## config.mk

```make
export PLATFORM = sky130hd
export DESIGN_NAME = biset_arbiter
export DESIGN_NICKNAME = d
export VERILOG_FILES = /design/src/rtl/biset_arbiter.sv
export SDC_FILE = /design/constraint.sdc
export NUM_CORES = 1
export LEC_CHECK = 0
export ABC_AREA = 1
export ABC_CLOCK_PERIOD_IN_PS = 4000
export CORE_MARGIN = 10
export CORE_UTILIZATION = 43
export DETAILED_ROUTE_END_ITERATION = 16
export PLACE_DENSITY = 0.87
export SLEW_MARGIN = 40
export SYNTH_ARGS = -nofsm -noshare
export SYNTH_HDL_FRONTEND = slang
export SYNTH_SLANG_ARGS = --single-unit
```

## constraint.sdc

```tcl
create_clock -name clk_i -period 4 [get_ports clk_i]
set_clock_uncertainty 0.05 [all_clocks]
set_input_delay 0.6 -clock clk_i [delete_from_list [all_inputs] [get_ports clk_i]]
set_output_delay 0.6 -clock clk_i [all_outputs]
set_load 0.03 [all_outputs]
```

## src/rtl/biset_arbiter.sv

```systemverilog
// biset_arbiter
//   Shares one BiSet settings bus between NUM_REQ requesters using round-robin
//   arbitration. A requester may hold the bus for a locked burst of at most
//   MAX_BURST cycles. The reply that arrives the cycle after an issue is
//   routed back to the requester that made the access.
//
// Ports
//   clk_i        clock, rising edge
//   rst_ni       asynchronous reset, active low
//   req_valid_i  per-requester access pending
//   req_lock_i   per-requester: keep ownership after this access
//   req_ctrl_i   per-requester ctrl, slice i = [i*CTRL_W +: CTRL_W]
//   req_data_i   per-requester write data, slice i = [i*DATA_W +: DATA_W]
//   req_ready_o  one-hot, access of requester i issued this cycle
//   rsp_valid_o  one-hot, reply for requester i present on rsp_data_o
//   rsp_data_o   shared reply data (0 when no reply is routed)
//   ctrl_o       BiSet ctrl to bus (0 when idle)
//   write_o      BiSet write data to bus (0 when idle)
//   reply_i      BiSet reply, valid the cycle after an issue
module biset_arbiter #(
  parameter int unsigned NUM_REQ   = 4,
  parameter int unsigned CTRL_W    = 4,
  parameter int unsigned DATA_W    = 8,
  parameter int unsigned REPLY_W   = 8,
  parameter int unsigned MAX_BURST = 8
) (
  input  logic                        clk_i,
  input  logic                        rst_ni,
  input  logic [NUM_REQ-1:0]          req_valid_i,
  input  logic [NUM_REQ-1:0]          req_lock_i,
  input  logic [NUM_REQ*CTRL_W-1:0]   req_ctrl_i,
  input  logic [NUM_REQ*DATA_W-1:0]   req_data_i,
  output logic [NUM_REQ-1:0]          req_ready_o,
  output logic [NUM_REQ-1:0]          rsp_valid_o,
  output logic [REPLY_W-1:0]          rsp_data_o,
  output logic [CTRL_W-1:0]           ctrl_o,
  output logic [DATA_W-1:0]           write_o,
  input  logic [REPLY_W-1:0]          reply_i
);

  localparam int unsigned PTR_W = (NUM_REQ > 1) ? $clog2(NUM_REQ) : 1;
  localparam int unsigned CNT_W = $clog2(MAX_BURST + 1);

  localparam logic [PTR_W:0]   NREQ       = (PTR_W + 1)'(NUM_REQ);
  localparam logic [PTR_W-1:0] LAST_IDX   = PTR_W'(NUM_REQ - 1);
  // Count value during the final cycle a locked owner may hold the bus.
  localparam logic [CNT_W-1:0] BURST_LAST = CNT_W'(MAX_BURST - 1);
  // With a one-cycle burst limit, locking can never extend ownership.
  localparam logic             LOCK_EN    = (MAX_BURST > 1);

  typedef enum logic {
    FREE,
    LOCKED
  } state_t;

  state_t             state_q, state_d;
  logic [PTR_W-1:0]   ptr_q, ptr_d;
  logic [PTR_W-1:0]   owner_q, owner_d;
  logic [CNT_W-1:0]   cnt_q, cnt_d;
  logic [NUM_REQ-1:0] issued_q;

  logic               win_found;
  logic [PTR_W-1:0]   win_idx;
  logic [PTR_W:0]     scan_idx;
  logic               issue;
  logic [PTR_W-1:0]   issue_idx;
  logic [NUM_REQ-1:0] ready;

  function automatic logic [PTR_W-1:0] wrap_inc(input logic [PTR_W-1:0] x);
    return (x == LAST_IDX) ? '0 : x + PTR_W'(1);
  endfunction

  // Round-robin search starting at ptr_q.
  always_comb begin
    win_found = 1'b0;
    win_idx   = '0;
    scan_idx  = '0;
    for (int unsigned k = 0; k < NUM_REQ; k++) begin
      scan_idx = {1'b0, ptr_q} + (PTR_W + 1)'(k);
      if (scan_idx >= NREQ) begin
        scan_idx = scan_idx - NREQ;
      end
      if (!win_found && req_valid_i[scan_idx[PTR_W-1:0]]) begin
        win_found = 1'b1;
        win_idx   = scan_idx[PTR_W-1:0];
      end
    end
  end

  // Issue selection. Gated by rst_ni so the combinational outputs drop the
  // moment reset asserts, not at the next edge.
  always_comb begin
    issue     = 1'b0;
    issue_idx = win_idx;
    if (state_q == LOCKED) begin
      issue     = req_valid_i[owner_q];
      issue_idx = owner_q;
    end else begin
      issue = win_found;
    end
    issue = issue & rst_ni;
  end

  always_comb begin
    ready = '0;
    for (int unsigned i = 0; i < NUM_REQ; i++) begin
      ready[i] = issue && (issue_idx == PTR_W'(i));
    end
  end

  assign req_ready_o = ready;
  assign ctrl_o      = issue ? req_ctrl_i[32'(issue_idx) * CTRL_W +: CTRL_W] : '0;
  assign write_o     = issue ? req_data_i[32'(issue_idx) * DATA_W +: DATA_W] : '0;

  // Next-state logic.
  always_comb begin
    state_d = state_q;
    ptr_d   = ptr_q;
    owner_d = owner_q;
    cnt_d   = cnt_q;
    unique case (state_q)
      FREE: begin
        if (issue) begin
          ptr_d = wrap_inc(win_idx);
          if (LOCK_EN && req_lock_i[win_idx]) begin
            state_d = LOCKED;
            owner_d = win_idx;
            cnt_d   = CNT_W'(1);
          end
        end
      end
      LOCKED: begin
        cnt_d = cnt_q + CNT_W'(1);
        // Burst limit wins over lock; the owner's access this cycle still issues.
        if ((cnt_q == BURST_LAST) || (issue && !req_lock_i[owner_q])) begin
          state_d = FREE;
          ptr_d   = wrap_inc(owner_q);
          cnt_d   = '0;
        end
      end
      default: begin
        state_d = FREE;
      end
    endcase
  end

  always_ff @(posedge clk_i or negedge rst_ni) begin
    if (!rst_ni) begin
      state_q  <= FREE;
      ptr_q    <= '0;
      owner_q  <= '0;
      cnt_q    <= '0;
      issued_q <= '0;
    end else begin
      state_q  <= state_d;
      ptr_q    <= ptr_d;
      owner_q  <= owner_d;
      cnt_q    <= cnt_d;
      issued_q <= ready;
    end
  end

  assign rsp_valid_o = issued_q;
  assign rsp_data_o  = (|issued_q) ? reply_i : '0;

endmodule

```

## After elaboration in Yosys (flattened, before gate mapping)

Index checks and enable logic that the tools add are counted.
W data, S select, Z words.

| storage, ports and cells | value |
|---|---|
| register bits after elaboration | 13 |
| bits in latches | 0 |
| RAM bits | 0 |
| bits in read-only memories | 0 |
| bits of input ports | 66 |
| output and inout bits | 28 |
| memories | 0 |

| operators by class | value |
|---|---|
| add/subtract/negate cells | 10 |
| multiply operators | 0 |
| div/mod/pow operators | 0 |
| $lt $le $gt $ge | 10 |
| equal/unequal tests | 9 |
| shift-type cells | 2 |
| muxes and demuxes | 44 |
| bitwise logic cells | 2 |
| reduce and logical (&&, ||, !) cells | 18 |

Operator list:

| kind | count |
|---|---|
| $shiftx A32 B6 Y8 | 1 |
| $mux W2 | 13 |
| $lt A2 B3 Y1 const B | 6 |
| $mux W4 | 4 |
| $mux W8 | 2 |
| $shiftx A16 B5 Y4 | 1 |
| $mux W1 | 15 |
| $bmux W1 S2 | 7 |
| $ge A3 B3 Y1 const B | 3 |
| $eq A2 B2 Y1 const B | 4 |
| $logic_and A1 B1 Y1 | 8 |
| $pmux W4 S2 | 1 |
| $sub A2 B1 Y2 const B | 4 |
| $add A2 B2 Y3 const B | 2 |
| $add A2 B1 Y2 const B | 2 |
| $add A4 B1 Y4 const B | 1 |
| $eq A4 B3 Y1 const B | 1 |
| $logic_not A1 Y1 | 4 |
| $ne A2 B2 Y1 const B | 2 |
| $pmux W2 S2 | 1 |
| $reduce_and A2 Y1 | 2 |
| $reduce_or A4 Y1 | 1 |
| $add A2 B1 Y3 const B | 1 |
| $ge A2 B3 Y1 const B | 1 |
| other kinds (8) | 8 |

## Depth between registers and ports, before layout

| depth | value |
|---|---|
| depth after elaboration | 20 |
| gate-level depth with buffers | 17 |

## Worst setup path after synthesis

Ideal clock, no wire load.

| timing path | value |
|---|---|
| path type | in2out |
| start point | input req_valid_i[2] |
| end point | output req_ready_o[0] |
| arrival time | 2.350 ns |
| data required time | 3.350 ns |
| slack | 1.000 ns |
| stages on the path | 12 |
| buffers on the path | 1 |
| cell sequence | inv_1 nand2_2 nand3_1 nand2_2 nor2_4 nand3_2 nand3_4 nand2_4 nand2_8 buf_6 inv_1 nor3_1 |

| on the way | value |
|---|---|
| longest elaborated chain between the ends | 15 |
| elaborated cells on any way between the ends | 29 |
| classes of those cells | mux (20); bitwise (1); reduce/logical (8) |

Ends and longest elaborated chain:

| item | line | RTL |
|---|---|---|
| start, declared | 29 | `input logic [NUM_REQ-1:0] req_valid_i,` |
| $bmux W1 S2 | 83 | `if (!win_found && req_valid_i[scan_idx[PTR_W-1:0]]) begin` |
| $mux W1 (not written as such) | 83 |  |
| $mux W1 | 83 |  |
| $logic_not A1 Y1 | 83 |  |
| $logic_and A1 B1 Y1 | 83 |  |
| $mux W1 | 83 |  |
| $logic_not A1 Y1 | 83 |  |
| $logic_and A1 B1 Y1 | 83 |  |
| $mux W1 | 83 |  |
| $logic_not A1 Y1 | 83 |  |
| $logic_and A1 B1 Y1 | 83 |  |
| $mux W1 or $mux W2 (tied branches) | 83 |  |
| $mux W1 or $mux W2 (tied branches) | 95 | `if (state_q == LOCKED) begin` |
| $and A1 B1 Y1 or $logic_not A2 Y1 (tied branches) | 101, 107 |  |
| $logic_and A1 B1 Y1 * | 107 | `ready[i] = issue && (issue_idx == PTR_W'(i));` |
| end, declared | 33 | `output logic [NUM_REQ-1:0] req_ready_o,` |

Every way passes the cells marked *; elsewhere a longest branch is shown, timed or not. The select of a mux whose other input is x is not followed.

## Final worst setup path

| timing path | value |
|---|---|
| start point | input req_valid_i[3] |
| end point | output write_o[4] |

| on the way | value |
|---|---|
| longest elaborated chain between the ends | 15 |
| elaborated cells on any way between the ends | 29 |
| classes of those cells | shift (1); mux (21); bitwise (1); reduce/logical (6) |

Ends and longest elaborated chain:

| item | line | RTL |
|---|---|---|
| $bmux W1 S2 | 83 |  |
| $mux W1 (not written as such) | 83 |  |
| $mux W1 | 83 |  |
| $logic_not A1 Y1 | 83 |  |
| $logic_and A1 B1 Y1 | 83 |  |
| $mux W1 | 83 |  |
| $logic_not A1 Y1 | 83 |  |
| $logic_and A1 B1 Y1 | 83 |  |
| $mux W1 | 83 |  |
| $logic_not A1 Y1 | 83 |  |
| $logic_and A1 B1 Y1 | 83 |  |
| $mux W2 or $mux W1 (tied branches) | 83 |  |
| $mux W2 or $mux W1 (tied branches) | 95 |  |
| $shiftx A32 B6 Y8 or $and A1 B1 Y1 (tied branches) | 113, 101 |  |
| $mux W8 * | 113 | `assign write_o = issue ? req_data_i[32'(issue_idx) * DATA_W +: DATA_W] : '0;` |
| end, declared | 37 | `output logic [DATA_W-1:0] write_o,` |

Marked as above.

==> flow_metrics.tcl <==
set metrics [dict create \
    status "finished clean" \
    layout_worst_path_cycle_share_pct 89.56 \
    hold_viol 0 \
    fin_nets 470 \
    synthesis.area_um2 1768 \
    antenna_found_initial 0 \
    antenna_left 0 \
    cp_slowest_cell "clkdlybuf4s50_1" \
    grt_pass1_vias 2347 \
    cts_hold_buf 0 \
    required_ps 3350 \
    setup_slack_ps 417.5 \
    critPathBufInv 4 \
    cp-start-kind "input port" \
    clk_pin_slew_worst_paths_ps 50 \
    fillers 330 \
    clock_path_buffers 2 \
    via_per_inst 5.084 \
    syn_inst 308 \
    remaining_drc_errors 0 \
    yosys_register_bits 13 \
    synth_flop_cell "dfrtp_1" \
    io_buffers 93 \
    end_kind "primary output" \
    seq_area_um2 325.3 \
    drive_gt1_share_pct 12.22 \
    cts_buffers 3 \
    syn2layout_area_growth_pct 59.38 \
    synth_edf_count 0 \
    dieHeight_um 84.12 \
    drtIter0Drc 119 \
    path_delay_family "simple AND/OR/NAND/NOR gates" \
    rsz0062_at_grt "false" \
    num_vias 2293 \
    finalPower_mw 2.693 \
    die_x_um 84.12 \
    powerDensity_nw_per_um2 955.7 \
    tns_ps 0 \
    ctsHtreeMaxLevel 1 \
    pre_cts_slack_ps -11.52 \
    firstDrtPassIters 4 \
    worst_pin_slew_ps 662.2 \
    setup_viol 0 \
    finalCriticalPeriod_ps 3583 \
    maxSlewHeadroom_pct 55.75 \
    clock-sinks 13 \
    io_pins 94 \
    antennaDiodeCount 0 \
    maxCapViolations 0 \
    worstPathCellList "clkdlybuf4s50_1 > inv_1 > nand2_1 > nand3_1 > nand2_2 > inv_1 > nand2_1 > nand2_2 > nand3_4 > nand2_4 > nand2_8 > nand2_1 > nand2_1 > nand2_1 > a21oi_2 > dlymetal6s2s_1" \
    fmax_ghz 0.2791 \
    worst_path_most_repeated_cell "nand2_1" \
    wl_per_cell_um 14.12 \
    ys_types 28 \
    synthArstFlopShare_pct 100.0 \
    grt_pass1_wl_um 10780 \
    yosysWarnings 0 \
    syn_nets 376 \
    drt-total-wl_um 6367 \
    core-area_um2 4000 \
    grt_max_degree 28 \
    peakVddDrop_mv 0.4484 \
    insertion_delay_ps 240 \
    rows 23 \
    slowest_delay_ps 490 \
    cts_root_buf "clkbuf_8" \
    grt_overflow 0 \
    worstSetupPathType "input port to primary output" \
    multi_input_area_um2 1212 \
    ys_seq_area_share_pct 18.40 \
    initial_core_util_pct 44.20 \
    p_leak_nw 1.589 \
    slew_violations 0 \
    place_hpwl_um 5341 \
    hold_path.class "register to register" \
    cts_tree "yes" \
    gp_congestion 0.8859 \
    post_synth.cell_area_avg_um2 5.740 \
    die_area_um2 7076 \
    grt_use_total_pct 17.61 \
    path_max_fanout 27 \
    cp.arrival_ps 2930 \
]
-- cell families after synthesis --
family                   count (synthesis)  share of synthesized area [%]
AO/OA/AOI/OAI                           27                          10.12
adder cells (fa/ha/maj)                  2                          1.415
buffers and inverters                   46                          13.02
flip-flops                              13                          18.40
AND/OR/NAND/NOR                        220                          57.04
-- layout by cell type, fill, tap and decap left out --
cell             netlist  routed
clkbuf_8               0       3
o211ai_1               1       1
nand3_2                2       2
clkbuf_1               0       1
inv_1                 30      30
nand3_1               44      44
nor4_1                 1       1
nand2_1              135     135
nand2_4                2       2
nor3_2                 2       2
o21ai_0               10      10
a21oi_1                7       7
buf_12                 0       3
nor3_1                 2       2
nor2_4                 2       2
nand4_1                4       4
clkinv_1               1       1
buf_4                  3       9
nand2_8                1       1
nor2_1                13      13
nand2_2               10      10
dfrtp_1               13      13
dlymetal6s2s_1         0      11
nand3_4                1       1
clkdlybuf4s50_1        0      77
o21ai_4                1       1
inv_6                  1       1
a21oi_2                8       8
ha_1                   2       2
inv_2                  3       3
nor2_2                 1       1
-- timing repair --
action | in CTS | in global routing
endpoints found under the setup margin | 1 | 11
setup buffers | 2 | 0
resized for setup | 0 | 11
pin swaps | 1 | 0
-- layer usage --
layer  GRT usage, %  routed length [um]  vias up
met2          31.05                3393       80
met1          19.59                2461     1042
li1               -                   -     1161
met3          5.078                 419       10
met4          5.936                  92        0
met5              0                   0        -
-- report_power, final --
group	total, mW	leakage [nW]	switching, mW	internal [mW]
sequential	0.275	0.168	0.0885	0.187
clock	0.115	0.0228	0.0452	0.0702
combinational	2.30	1.40	1.46	0.847
total	2.69	1.59	1.59	1.10
-- worst min-delay path, cell delays in order, from the launching register on --
cell,delay [ps]
dfrtp_1,370
nand3_1,90
nand2_1,60
-- stage by stage --
stage | util [%] | std cells | instance area, um^2 | hold slack [ps]
detailed placement | 67.94 | 445 | 2718 | 489.5
global placement | 67.94 | 445 | 2718 | 470.3
global route | 70.44 | 451 | 2818 | 542.3
floorplan | - | 308 | 1768 | 254.4
finish | 70.44 | 451 | 2818 | 493.1
CTS | 69.75 | 451 | 2790 | 503.4
-- cell usage after synthesis, types with 2 or more instances --
| library cell | n | area [um^2] |
|---|---|---|
| nand2_1 | 135 | 506.7 |
| nand3_1 | 44 | 220.2 |
| inv_1 | 30 | 112.6 |
| dfrtp_1 | 13 | 325.3 |
| nor2_1 | 13 | 48.80 |
| nand2_2 | 10 | 62.56 |
| o21ai_0 | 10 | 50.05 |
| a21oi_2 | 8 | 70.07 |
| a21oi_1 | 7 | 35.03 |
| buf_6 | 5 | 56.30 |
| nand4_1 | 4 | 25.02 |
| buf_2 | 3 | 15.01 |
| buf_4 | 3 | 22.52 |
| inv_2 | 3 | 11.26 |
| ha_1 | 2 | 25.02 |
| nand2_4 | 2 | 22.52 |
| nand3_2 | 2 | 20.02 |
| nor2_4 | 2 | 22.52 |
| nor3_1 | 2 | 10.01 |
| nor3_2 | 2 | 20.02 |
-- worst paths after layout --
path	from	end	slack [ps]	cells past startpoint
worst max-delay path	req_valid_i[3]	write_o[4]	420	16
worst min-delay path	cnt_q[3]$_DFFE_PN0P_	cnt_q[3]$_DFFE_PN0P_	490	2
worst max register to register	ptr_q[0]$_DFFE_PN0P_	rsp_valid_o[0]$_DFF_PN0_	1640	10
worst min register to register	cnt_q[3]$_DFFE_PN0P_	cnt_q[3]$_DFFE_PN0P_	490	2
max in group asynchronous	rst_ni	cnt_q[2]$_DFFE_PN0P_	3070	2
min in group asynchronous	rst_ni	cnt_q[0]$_DFFE_PN0P_	670	2
-- area by class of cell --
class,count,share of cell area (%)
Multi-Input combinational cell,249,43.03
Timing Repair Buffer,100,36.77
Sequential cell,13,11.55
Inverter,35,4.840
Tap cell,50,2.220
Clock buffer,4,1.599
-- state kept, by name (all words and copies together), names as in the netlist --
signal / count
owner_q: 2
ptr_q: 2
cnt_q: 4
rsp_valid_o: 4
state_q: 1
No activity file was read; power rests on OpenSTA's default activity.
